===== config.mk =====
export PLATFORM = sky130hd
export DESIGN_NAME = store_commit_ctrl
export DESIGN_NICKNAME = d
export VERILOG_FILES = /design/src/rtl/store_commit_ctrl.sv
export SDC_FILE = /design/constraint.sdc
export NUM_CORES = 1
export LEC_CHECK = 0
export ABC_AREA = 0
export BUFFER_PORTS_ARGS = -buffer_cell sky130_fd_sc_hd__buf_2
export CORE_MARGIN = 10
export CORE_UTILIZATION = 30
export CTS_BUF_LIST = sky130_fd_sc_hd__clkbuf_4
export DETAILED_ROUTE_END_ITERATION = 7
export GPL_ROUTABILITY_DRIVEN = 0
export GPL_TIMING_DRIVEN = 0
export MAX_ROUTING_LAYER = met4
export SYNTH_ARGS = -nofsm -noshare
export SYNTH_HDL_FRONTEND = slang
export SYNTH_SLANG_ARGS = --single-unit

===== constraint.sdc =====
create_clock -name clock -period 9 [get_ports clock]
set_input_delay 0.9 -clock clock [delete_from_list [all_inputs] [get_ports clock]]
set_output_delay 0.9 -clock clock [all_outputs]
set_load 0.005 [all_outputs]

===== src/rtl/store_commit_ctrl.sv =====
// Post-commit store buffer with a shared D-memory request port for store drain and LSQ loads.
// Define STORE_FWD_EN to enable same-cycle forwarding of exact-match WORD stores to WORD loads.
`timescale 1ns/1ps

// state    | meaning
// IDLE     | no request outstanding; arbitrate store drain vs load (or forward)
// ISSUE_LD | load request held on the memory port until mem_req_ready
// ISSUE_ST | head store held on the memory port until mem_req_ready, then popped
module store_commit_ctrl #(
    parameter int SB_DEPTH     = 4,
    parameter int DRAIN_THRESH = 3,
    parameter int ADDR_W       = 32,
    parameter int DATA_W       = 32
) (
    input  logic              clock,
    input  logic              reset,
    input  logic              cmt_valid,
    input  logic              cmt_wr_mem,
    input  logic [ADDR_W-1:0] cmt_addr,
    input  logic [DATA_W-1:0] cmt_data,
    input  logic [1:0]        cmt_size,
    output logic              commit_stall,
    output logic              sb_empty,
    output logic              sb_overflow,
    input  logic              ld_req,
    input  logic [ADDR_W-1:0] ld_addr,
    input  logic [1:0]        ld_size,
    output logic              ld_grant,
    output logic              ld_fwd_valid,
    output logic [DATA_W-1:0] ld_fwd_data,
    output logic              mem_req_valid,
    input  logic              mem_req_ready,
    output logic              mem_is_store,
    output logic [ADDR_W-1:0] mem_addr,
    output logic [DATA_W-1:0] mem_wdata,
    output logic [1:0]        mem_size
);

    localparam int PTR_W = $clog2(SB_DEPTH);
    localparam int CNT_W = PTR_W + 1;
    localparam logic [CNT_W-1:0] DEPTH_C  = CNT_W'(SB_DEPTH);
    localparam logic [CNT_W-1:0] THRESH_C = CNT_W'(DRAIN_THRESH);

    typedef enum logic [1:0] {
        IDLE     = 2'd0,
        ISSUE_LD = 2'd1,
        ISSUE_ST = 2'd2
    } state_t;

    state_t state;

    logic [ADDR_W-1:0] sb_addr [SB_DEPTH];
    logic [DATA_W-1:0] sb_data [SB_DEPTH];
    logic [1:0]        sb_size [SB_DEPTH];

    logic [PTR_W-1:0] head;
    logic [PTR_W-1:0] tail;
    logic [CNT_W-1:0] count;

    logic             enq_try;
    logic             enq;
    logic             deq;
    logic             alias_hit;
    logic [PTR_W-1:0] yng_idx;
    logic [PTR_W-1:0] scan_idx;
    logic             fwd_ok;
    logic             fwd_hit;
    logic             blocked;
    logic             start_st;
    logic             start_ld;

    assign enq_try      = cmt_valid && cmt_wr_mem;
    assign enq          = enq_try && (count != DEPTH_C);
    assign deq          = (state == ISSUE_ST) && mem_req_ready;
    assign commit_stall = (count == DEPTH_C);
    assign sb_empty     = (count == '0);

    // Scan oldest to youngest so the last match is the youngest aliasing entry.
    always_comb begin
        alias_hit = 1'b0;
        yng_idx   = '0;
        scan_idx  = '0;
        for (int k = 0; k < SB_DEPTH; k++) begin
            scan_idx = head + PTR_W'(k);
            if ((CNT_W'(k) < count) &&
                (sb_addr[scan_idx][ADDR_W-1:2] == ld_addr[ADDR_W-1:2])) begin
                alias_hit = 1'b1;
                yng_idx   = scan_idx;
            end
        end
    end

`ifdef STORE_FWD_EN
    assign fwd_ok = alias_hit &&
                    (sb_addr[yng_idx] == ld_addr) &&
                    (sb_size[yng_idx] == 2'd2) &&
                    (ld_size == 2'd2);
    // Once the drain threshold is reached the store start wins over forwarding.
    assign fwd_hit      = (state == IDLE) && ld_req && fwd_ok && (count < THRESH_C);
    assign ld_fwd_valid = fwd_hit;
    assign ld_fwd_data  = fwd_hit ? sb_data[yng_idx] : '0;
`else
    logic fwd_unused;
    assign fwd_unused   = ^yng_idx;
    assign fwd_ok       = 1'b0;
    assign fwd_hit      = 1'b0;
    assign ld_fwd_valid = 1'b0;
    assign ld_fwd_data  = '0;
`endif

    assign blocked  = alias_hit && !fwd_ok;
    assign start_st = (state == IDLE) && (count != '0) &&
                      ((count >= THRESH_C) || !ld_req || blocked);
    assign start_ld = (state == IDLE) && ld_req && !blocked && !start_st && !fwd_hit;
    assign ld_grant = ((state == ISSUE_LD) && mem_req_ready) || fwd_hit;

    // Entry storage carries no reset; validity is defined purely by head/count.
    always_ff @(posedge clock) begin
        if (enq) begin
            sb_addr[tail] <= cmt_addr;
            sb_data[tail] <= cmt_data;
            sb_size[tail] <= cmt_size;
        end
    end

    always_ff @(posedge clock or negedge reset) begin
        if (!reset) begin
            head        <= '0;
            tail        <= '0;
            count       <= '0;
            sb_overflow <= 1'b0;
        end else begin
            if (enq) begin
                tail <= tail + 1'b1;
            end
            if (deq) begin
                head <= head + 1'b1;
            end
            if (enq && !deq) begin
                count <= count + 1'b1;
            end else if (!enq && deq) begin
                count <= count - 1'b1;
            end
            if (enq_try && (count == DEPTH_C)) begin
                sb_overflow <= 1'b1;
            end
        end
    end

    always_ff @(posedge clock or negedge reset) begin
        if (!reset) begin
            state         <= IDLE;
            mem_req_valid <= 1'b0;
            mem_is_store  <= 1'b0;
            mem_addr      <= '0;
            mem_wdata     <= '0;
            mem_size      <= 2'd0;
        end else begin
            case (state)
                IDLE: begin
                    if (start_st) begin
                        state         <= ISSUE_ST;
                        mem_req_valid <= 1'b1;
                        mem_is_store  <= 1'b1;
                        mem_addr      <= sb_addr[head];
                        mem_wdata     <= sb_data[head];
                        mem_size      <= sb_size[head];
                    end else if (start_ld) begin
                        state         <= ISSUE_LD;
                        mem_req_valid <= 1'b1;
                        mem_is_store  <= 1'b0;
                        mem_addr      <= ld_addr;
                        mem_wdata     <= '0;
                        mem_size      <= ld_size;
                    end
                end
                ISSUE_LD, ISSUE_ST: begin
                    if (mem_req_ready) begin
                        state         <= IDLE;
                        mem_req_valid <= 1'b0;
                        mem_is_store  <= 1'b0;
                        mem_addr      <= '0;
                        mem_wdata     <= '0;
                        mem_size      <= 2'd0;
                    end
                end
                default: begin
                    state         <= IDLE;
                    mem_req_valid <= 1'b0;
                end
            endcase
        end
    end

endmodule

==> results of run 1 <==
-- routing by layer --
metal,global-route usage (%),wire (um),vias to the layer above
met5,-,0,-
met4,5.72,1160,0
met3,5.75,5790,105
met2,25.5,26000,563
met1,20.5,23300,5727
li1,-,-,4978
-- registers in the layout (all words and copies together), names as in the netlist, 2 cells and up --
name / count
count: 3
sb_addr: 128
state: 2
mem_wdata: 32
sb_size: 8
tail: 2
mem_size: 2
head: 2
sb_data: 128
mem_addr: 32
-- area by class of cell --
cell class              count  area [um2]
fillers                  5472       36200
flip-flops and latches    342        9880
multi-input cells         655        6600
clock buffers             132         991
well taps                 756         946
repair buffers            155         896
plain buffers             116         752
clock inverters            35         221
inverters                  48         180
diodes                     21        52.6
-- Yosys cell counts (3+ instances only) --
cell type | instances | area (um2)
edfxtp_1 | 264 | 7930
mux2i_1 | 124 | 1240
xnor2_1 | 83 | 727
dfrtp_1 | 78 | 1950
mux4_2 | 76 | 1710
buf_4 | 46 | 345
inv_1 | 46 | 173
a22o_1 | 36 | 315
mux2_1 | 30 | 338
clkbuf_1 | 29 | 109
xor2_1 | 25 | 219
nor2_1 | 21 | 78.8
nand2_1 | 20 | 75.1
buf_2 | 19 | 95.1
o21ai_0 | 17 | 85.1
o2bb2ai_2 | 17 | 255
buf_6 | 16 | 180
o2bb2ai_1 | 16 | 140
ha_1 | 13 | 163
mux2_2 | 13 | 146
nand4_1 | 12 | 75.1
and2_1 | 10 | 62.6
a21oi_1 | 9 | 45.0
nor4_1 | 9 | 56.3
nand3_1 | 8 | 40.0
a2111oi_0 | 7 | 61.3
a211oi_1 | 6 | 45.0
buf_1 | 6 | 22.5
o22ai_1 | 6 | 37.5
a22oi_1 | 5 | 37.5
nor2b_1 | 5 | 31.3
nor3_1 | 4 | 20.0
a31oi_1 | 3 | 18.8
a32oi_1 | 3 | 26.3
nand2b_1 | 3 | 18.8
-- stage by stage --
step	worst slack (ns)	std cells
3_3_place_gp	3.87	2066
5_1_grt	4.08	2259
3_5_place_dp	4.33	2071
2_1_floorplan	5.43	1161
6_report	4.14	2260
4_1_cts	4.25	2239
-- cells by family (layout without fill, tap and decap cells) --
kind of cell	after synthesis	in the layout	share of synthesized area, %
DFF	342	342	57.2
muxes	244	244	20.0
buffers and inverters	164	486	5.39
AOI/OAI and AO/OA	153	153	7.76
xor gates and xnor gates	108	108	5.47
and+or+nand+nor	104	104	3.26
adders and majority gates	13	13	0.941
other	1	54	0.0217
-- how the worst max path moves through the flow --
stage                           endpoint  slack [ns]  cells past startpoint
final                       mem_addr[10]        4.14                     12
after CTS                   mem_addr[20]        4.25                     12
after floorplan             mem_addr[30]        5.43                     10
after detailed placement    mem_addr[21]        4.33                     12
after global routing        mem_addr[20]        4.08                     12
after global placement    sb_data[3][17]        3.87                      4
-- cell usage in the layout, fill, tap and decap left out, drive strengths merged, types with 21 or more instances in the layout --
| cell type | synthesis | final |
|---|---|---|
| edfxtp | 264 | 264 |
| buf | 87 | 241 |
| xnor2 | 83 | 83 |
| mux4 | 76 | 76 |
| clkinv | 1 | 28 |
| mux2 | 43 | 43 |
| nor2 | 21 | 21 |
| diode | 0 | 21 |
| conb | 1 | 33 |
| o2bb2ai | 33 | 33 |
| a22o | 36 | 36 |
| mux2i | 125 | 125 |
| dfrtp | 78 | 78 |
| xor2 | 25 | 25 |
| inv | 47 | 52 |
| clkbuf | 29 | 161 |
-- power groups by stage --
stage / combinational [mW] / sequential [mW] / clock, mW
finish: 3.21 / 2.12 / 1.41
detailed placement: 3.18 / 2.15 / 0
global placement: 3.15 / 2.15 / 0
floorplan: 2.11 / 2.13 / 0
global route: 3.41 / 2.14 / 1.55
CTS: 3.20 / 2.12 / 1.46
-- worst max-delay path: cells and delay by family (launching register included) --
family          cells  cell delay (ns)
flops               1             0.34
compound gates      4             1.74
buf+inv             4             1.00
mux                 2             0.81
simple gates        1             0.24
xor+xnor            1             0.52
==> reports/metrics.cfg, run 1 <==
[run_status]
status=complete, no violations

[flow_run]
drv_cap=0

[synth]
ys_seq_area_share_pct=57.2
postSynthAreaPerCell_um2=15.3
netlist_instances=1129
synth_edf_count=264
yosysWarnings=0
synth_cell_types=70
ys_ff_latch=342
syn-cell-area_mm2=0.0173
synthArstFlopShare_pct=22.8
synthFlopType=edfxtp_1

[detailed_routing]
ant_nets=0
wl_per_cell_um=24.9
routed-via-count=11400
viasPerCell=5.03
firstDrtPassIters=5
drt_wl_total_mm=56.2
drt_iter0_markers=1300
drc=0

[final_layout]
layout-drive-gt1-share_pct=33.9
final_util_pct=36.2
design_area_mm2=0.0205
area_delta_synth_final_pct=18.7
fin_nets=1528

[setup_path]
path_common_cell=buf_6
cp.arrival_ns=5.57
path_cells=buf_6 -> buf_6 -> buf_4 -> mux4_2 -> xnor2_1 -> nand4_1 -> a2111oi_2 -> a21oi_1 -> a211oi_4 -> buf_6 -> mux2_1 -> a22o_1
r2r_slack_ns=4.14
r2r_start=head[1]
r2r-end=mem_addr[10]
crit_required_ns=9.72
crit_start=head[1]
ff2ff_path_depth=12
cp_max_fo=10
worst_path_max_delay_cell=a211oi_4
slowest_delay_ns=0.77
cp-end-kind=register
crit_type=register to register
startpoint_type=register

[clock_network]
cts_tree=done
cts.path.max_buffers=3
cts_sinks=342
cts_hold_buf=1
htreeDepth=3
cts_root_buf=clkbuf_4
cts_resized=0
cts.clk_slew.worst_paths_ns=0.07
insertion_delay_ns=0.87
cts_setup_buffers=0
cts_buffers=91

[sta]
skew_ns=0.0878
finalSetupTns_ns=0
fin_crit_ns=4.86
hold_viol=0
post-route-period-util_pct=53.9
drv_slew=0
rsz0062_at_grt=no
setup_viol=0
slew_headroom_pct=28.8
fmax_ghz=0.206
whs_ns=0.245
tightest_slew_ns=1.06

[global_routing]
grt_first_pass_wirelength_mm=80.4
grt_use_total_pct=16.8
grt_max_degree=42
grt_pass1_vias=11800
antenna_found_initial=19
overflow=0

[placement]
dpl.hpwl_mm=40.6
dpl_cell_area_mm2=0.0192
numPortBuffers=149

[floorplanning]
core.rowCount=87
coreArea_mm2=0.0567
pin_count=211
fp.dieH_um=260
start_util_pct=30.5
die-area_mm2=0.0676
die_w_um=260

[worst_hold_path]
min_path_type=input port to register
holdPathStages=1
hold_path_startpoint=cmt_data[28]
holdPathEnd=sb_data[2][28]

[power]
ir_worst_vdd_uv=113
power.switching_mw=2.70
internal_power_mw=4.05
clockPowerShare_pct=21.0
seqPwrFrac_pct=31.4
total_power_mw=6.74
power_frac_comb_pct=47.7
p_leak_nw=7.89
cellPowerDensity_mw_per_mm2=329
switching_share_pct=40.0

No activity file was read; power rests on OpenSTA's default activity.
==> run 2: changes to the inputs <==
--- a/config.mk
+++ b/config.mk
@@ -5,7 +5,7 @@
 export SDC_FILE = /design/constraint.sdc
 export NUM_CORES = 1
 export LEC_CHECK = 0
-export ABC_AREA = 0
+export ABC_AREA = 1
 export BUFFER_PORTS_ARGS = -buffer_cell sky130_fd_sc_hd__buf_2
 export CORE_MARGIN = 10
 export CORE_UTILIZATION = 30
==> constraint.sdc (replaced) <==
create_clock -name clock -period 3.9 [get_ports clock]
set_input_delay 0.39 -clock clock [delete_from_list [all_inputs] [get_ports clock]]
set_output_delay 0.39 -clock clock [all_outputs]
set_load 0.005 [all_outputs]
==> run 2 against run 1 <==
  * The run now ends with DRC left
  * Final cell count up 50%
  * Wire length up 26%
  * Synthesized area up 3.3%
  * Register-to-register slack worse by 4.1 ns
  * Global-route usage up 3.4 points
  * Worst setup slack worse by 4.1 ns
  * Utilization up 1.3 points
  * Largest power group unchanged
==> reports/metrics.cfg, run 2 <==
[run_status]
status=finished, violations left
violations=DRC

[setup_path]
crit_start=head[1]
r2r-end=mem_addr[12]
startpoint_type=register
r2r_slack_ns=0.08
crit_type=register to register
crit_required_ns=4.63
cp_max_fo=10
cp-end-kind=register
cp.arrival_ns=4.55
ff2ff_path_depth=22
r2r_start=head[1]

[sta]
fmax_ghz=0.262
drv_slew=0
post-route-period-util_pct=97.8
fin_crit_ns=3.82
hold_viol=0
tightest_slew_ns=1.28
slew_headroom_pct=14.6
setup_viol=0
skew_ns=0.0839
whs_ns=0.0917
rsz0062_at_grt=no

[worst_hold_path]
hold_path_startpoint=ld_addr[21]
holdPathStages=5
holdPathEnd=mem_addr[21]
min_path_type=input port to register

[detailed_routing]
drc=7
routed-via-count=17300
drt_iter0_markers=2418
drt_wl_total_mm=71.1
ant_nets=0
firstDrtPassIters=8
viasPerCell=5.13
wl_per_cell_um=21.0

[global_routing]
grt_first_pass_wirelength_mm=104
grt_max_degree=64
grt_pass1_vias=17000
grt_use_total_pct=20.2
overflow=0
antenna_found_initial=20

[floorplanning]
fp.dieH_um=264
die_w_um=264
core.rowCount=89
start_util_pct=30.2
die-area_mm2=0.0697
pin_count=211
coreArea_mm2=0.0590

[synth]
synth_edf_count=264
synth_common_cells=nand2_1 (969), nand3_1 (323), edfxtp_1 (264), inv_1 (100), dfrtp_1 (78)
synth_top_area_share_pct=44.4
ys_ff_latch=342
syn-cell-area_mm2=0.0178
yosysWarnings=0
synthTopCellsByArea=edfxtp_1 (44%), nand2_1 (20%), dfrtp_1 (11%)
synth_area_leader_cell=edfxtp_1
netlist_instances=2125
postSynthAreaPerCell_um2=8.40
synthArstFlopShare_pct=22.8
yosysMostFrequentCell=nand2_1
synthFlopType=edfxtp_1
ys_seq_area_share_pct=55.3
synth_cell_types=35

[clock_network]
cts_setup_buffers=0
cts.clk_slew.worst_paths_ns=0.06
cts_buffers=89
cts.path.max_buffers=3
cts_root_buf=clkbuf_4
insertion_delay_ns=0.85
htreeDepth=3
cts_tree=done
cts_sinks=342

[placement]
dpl_cell_area_mm2=0.0201
numPortBuffers=177
dp.cells=3119
dpl.hpwl_mm=51.2

[final_layout]
design_area_mm2=0.0221
final_util_pct=37.5
layout-drive-gt1-share_pct=17.5
fin_nets=2632
fin_cells=3381
area_delta_synth_final_pct=24.0
fill_cells=6082
final_common_cell=nand2_1
largestRegisters=sb_addr x128, sb_data x128
final_cell_mix=nand2_1 (969), nand3_1 (323), edfxtp_1 (264)

[power]
p_leak_nw=10.3
ir_worst_vdd_uv=473
total_power_mw=18.1
cellPowerDensity_mw_per_mm2=817

[flow_run]
drv_cap=0

## run 2: cell count changes after synthesis, sizes merged, moves of 12 or more
cell / previous run / this run
mux4: 76 / 0
a22oi: 6 / 49
nand3: 8 / 324
nor2: 21 / 71
o21ai: 17 / 72
a22o: 36 / 1
buf: 87 / 99
mux2: 43 / 0
mux2i: 125 / 0
o2bb2ai: 33 / 0
xnor2: 83 / 1
nand2: 20 / 975
inv: 47 / 102
## run 2: kinds of logic (layout without fill, tap and decap cells)
kind of cell / count (synthesis) / in the layout / synth area share, %
simple gates: 1385 / 1385 / 31.7
flops: 342 / 342 / 55.3
buf+inv: 231 / 661 / 6.50
compound gates: 135 / 135 / 4.62
xor+xnor: 18 / 18 / 0.883
fa+ha+maj: 13 / 13 / 0.911
other cells: 1 / 54 / 0.0210
## run 2: repair_timing
item                                    4_1_cts  5_1_grt
hold endpoints to repair                    350        0
hold buffers                                 76        0
gates resized for setup                      15       18
endpoints found under the setup margin       50       65
## run 2: through the flow
stage          TNS (ns)  worst slack (ns)
6_report              0            0.0850
5_1_grt               0            0.0217
4_1_cts               0           0.00382
3_5_place_dp      -4.26            -0.195
3_3_place_gp    -887.51             -3.40
2_1_floorplan    -83.27            -0.315
## run 2: critical path, stage by stage (launching register included)
cell and delay [ns]:
dfrtp_1 0.33, buf_4 0.21, nand2_1 0.24, nand2_2 0.20
buf_2 0.35, nand2_1 0.11, nand3_1 0.15, nand2_1 0.08
inv_1 0.06, nand2_1 0.05, nor2_1 0.17, nand2_1 0.09
nor2_1 0.13, nand2_1 0.07, nand2_1 0.10, nand2_1 0.11
nand3_4 0.15, nand2_2 0.10, buf_4 0.27, buf_2 0.24
nand2_1 0.09, nand3_1 0.18, o21ai_1 0.20
## run 2: layout make-up
| type | count | area (um2) | area share (%) |
|---|---|---|---|
| sequential | 342 | 9880 | 44.6 |
| multi-input combinational | 1584 | 6980 | 31.5 |
| timing repair buffer | 265 | 1940 | 8.77 |
| tap | 773 | 967 | 4.37 |
| clock buffer | 113 | 848 | 3.83 |
| buffer | 128 | 806 | 3.64 |
| inverter | 103 | 392 | 1.77 |
| clock inverter | 52 | 272 | 1.23 |
| antenna | 21 | 52.6 | 0.237 |
## run 2: worst max-delay path by stage
stage	to	slack (ns)
floorplan	sb_addr[0][0]	-0.32
global placement	sb_addr[0][15]	-3.40
detailed placement	mem_wdata[1]	-0.20
CTS	mem_addr[16]	0.004
global route	mem_addr[10]	0.02
finish	mem_addr[12]	0.08
## run 2: report_power, final
part           leakage [nW]  switching [mW]  internal (mW)
clock network         0.664            1.59           1.47
logic                  6.24            7.24           2.92
registers              3.39           0.273           4.58
total                  10.3            9.10           8.98
## run 2: layer usage
metal  wire length (um)  vias up  global-route usage [%]  share of wire [%]
li1                   -     7866                       -                  -
met1              26400     7994                    23.2                 37
met2              32300     1214                    31.3                 45
met3               8480      263                    6.02                 12
met4               3830        0                    10.9                5.4
met5                  0        -                       -                  0
==> run 3: changes to the inputs <==
--- a/config.mk
+++ b/config.mk
@@ -14,6 +14,7 @@
 export GPL_ROUTABILITY_DRIVEN = 0
 export GPL_TIMING_DRIVEN = 0
 export MAX_ROUTING_LAYER = met4
+export RECOVER_POWER = 100
 export SYNTH_ARGS = -nofsm -noshare
 export SYNTH_HDL_FRONTEND = slang
 export SYNTH_SLANG_ARGS = --single-unit
==> run 3 against run 2 <==
  * Critical path type unchanged
  * Final cell count about the same
  * Largest cell class unchanged
  * Critical endpoint is now mem_addr[13]
  * The run ends with capacitance limit, slew limit left
  * Clock skew about the same
  * Flip-flop and latch count did not move
  * Clock power hardly changed
  * Highest routed layer unchanged
  * Power shrank 0.76%
==> reports/metrics.cfg, run 3 (same netlist as run 2, synthesis figures left out) <==
[clock_network]
cts.clk_slew.worst_paths_ns=0.07
htreeDepth=3
cts_root_buf=clkbuf_4
cts_setup_buffers=0
cts.path.max_buffers=3
cts_tree=done
insertion_delay_ns=0.85
cts_buffers=89
cts_sinks=342

[sta]
hold_viol=0
tightest_slew_ns=3.11
fin_crit_ns=3.82
drv_slew=83
slew_headroom_pct=-107
fmax_ghz=0.262
post-route-period-util_pct=98.0
finalSetupTns_ns=0
skew_ns=0.0841
rsz0062_at_grt=no
setup_viol=0

[final_layout]
design_area_mm2=0.0219
final_util_pct=37.0
fin_nets=2632
final_cell_mix=nand2_1 (969), nand3_1 (323), edfxtp_1 (264)
largestRegisters=sb_addr x128, sb_data x128
final_common_cell=nand2_1
area_delta_synth_final_pct=22.5
layout-drive-gt1-share_pct=12.4
fin_cells=3380

[detailed_routing]
drt_wl_total_mm=71.1
routed-via-count=17400
firstDrtPassIters=7
wl_per_cell_um=21.0
ant_nets=0
viasPerCell=5.14
drt_iter0_markers=2393
drc=0

[global_routing]
grt_pass1_vias=17000
gr-usage-met1_pct=23.2
use_met3_pct=6.02
antenna_found_initial=20
grt_first_pass_wirelength_mm=104
grt_use_met2_pct=31.3
overflow=0
grt_max_degree=64
grt_use_total_pct=20.2
grt-busiest-layer=met2

[setup_path]
startpoint_type=register
cp-end-kind=register
cp.arrival_ns=4.55
crit_type=register to register
crit_required_ns=4.63
cp_max_fo=10

[floorplanning]
coreArea_mm2=0.0590
die-area_mm2=0.0697
fp.dieH_um=264
start_util_pct=30.2
pin_count=211
die_w_um=264
core.rowCount=89

[power]
total_power_mw=17.9
cellPowerDensity_mw_per_mm2=821
p_leak_nw=9.86
ir_worst_vdd_uv=477

[flow_run]
drv_cap=2

[placement]
numPortBuffers=177
dp.cells=3119
dpl.hpwl_mm=51.2
dpl_cell_area_mm2=0.0201

[run_status]
violations=capacitance limit, slew limit
status=finished, violations left

[worst_hold_path]
min_path_type=input port to register

[run 3: what timing repair did]
action	4_1_cts	5_1_grt
hold buffers	76	0
endpoints found under the hold margin	350	0
resized for setup	15	18
endpoints found under the setup margin	50	65
[run 3: report_power, final]
group	switching, mW	total [mW]	internal (mW)
sequential	0.281	4.87	4.59
clock	1.59	3.06	1.47
combinational	7.21	10.0	2.80
total	9.08	17.9	8.86
[run 3: final timing paths]
check                                   from            end  slack, ns  cells past startpoint
min in group asynchronous              reset   mem_addr[21]       0.78                      3
max in group asynchronous              reset  mem_wdata[20]       0.74                      3
worst max register to register       head[1]   mem_addr[13]       0.08                     22
worst min register to register  mem_wdata[0]   mem_wdata[0]       0.47                      2
worst min-delay path               cmt_valid        tail[0]       0.09                      3
worst max-delay path                 head[1]   mem_addr[13]       0.08                     22
[run 3: final cells by class]
| type | count | area (um2) |
|---|---|---|
| sequential | 342 | 9880 |
| fill | 6142 | 37200 |
| inverter | 103 | 392 |
| antenna | 20 | 50.0 |
| clock buffer | 113 | 848 |
| timing repair buffer | 265 | 1690 |
| tap | 773 | 967 |
| clock inverter | 52 | 272 |
| multi-input combinational | 1584 | 6960 |
| buffer | 128 | 805 |
[run 3: routing by layer]
| layer | up-vias | part of all wire, % |
|---|---|---|
| met4 | 0 | 5.3 |
| met1 | 8008 | 37 |
| li1 | 7872 | - |
| met3 | 264 | 12 |
| met2 | 1232 | 45 |
| met5 | - | 0 |
[run 3: stage by stage]
stage | worst slack [ns] | hold slack [ns]
3_3_place_gp | -3.40 | 0.445
3_5_place_dp | -0.195 | 0.301
4_1_cts | 0.00382 | 0.00422
2_1_floorplan | -0.315 | 0.0944
6_report | 0.0791 | 0.0863
5_1_grt | 0.0160 | 0.0187
[run 3: critical path, cell delays in order (launching register included)]
cell,delay (ns)
dfrtp_1,0.33
buf_4,0.22
nand2_1,0.25
nand2_2,0.21
buf_2,0.36
nand2_1,0.11
nand3_1,0.16
nand2_1,0.07
inv_1,0.05
nand2_1,0.05
nor2_1,0.18
nand2_1,0.09
nor2_1,0.13
nand2_1,0.07
nand2_1,0.10
nand2_1,0.11
nand3_4,0.15
nand2_2,0.09
buf_4,0.27
buf_2,0.24
nand2_1,0.09
nand3_1,0.15
o21ai_0,0.23
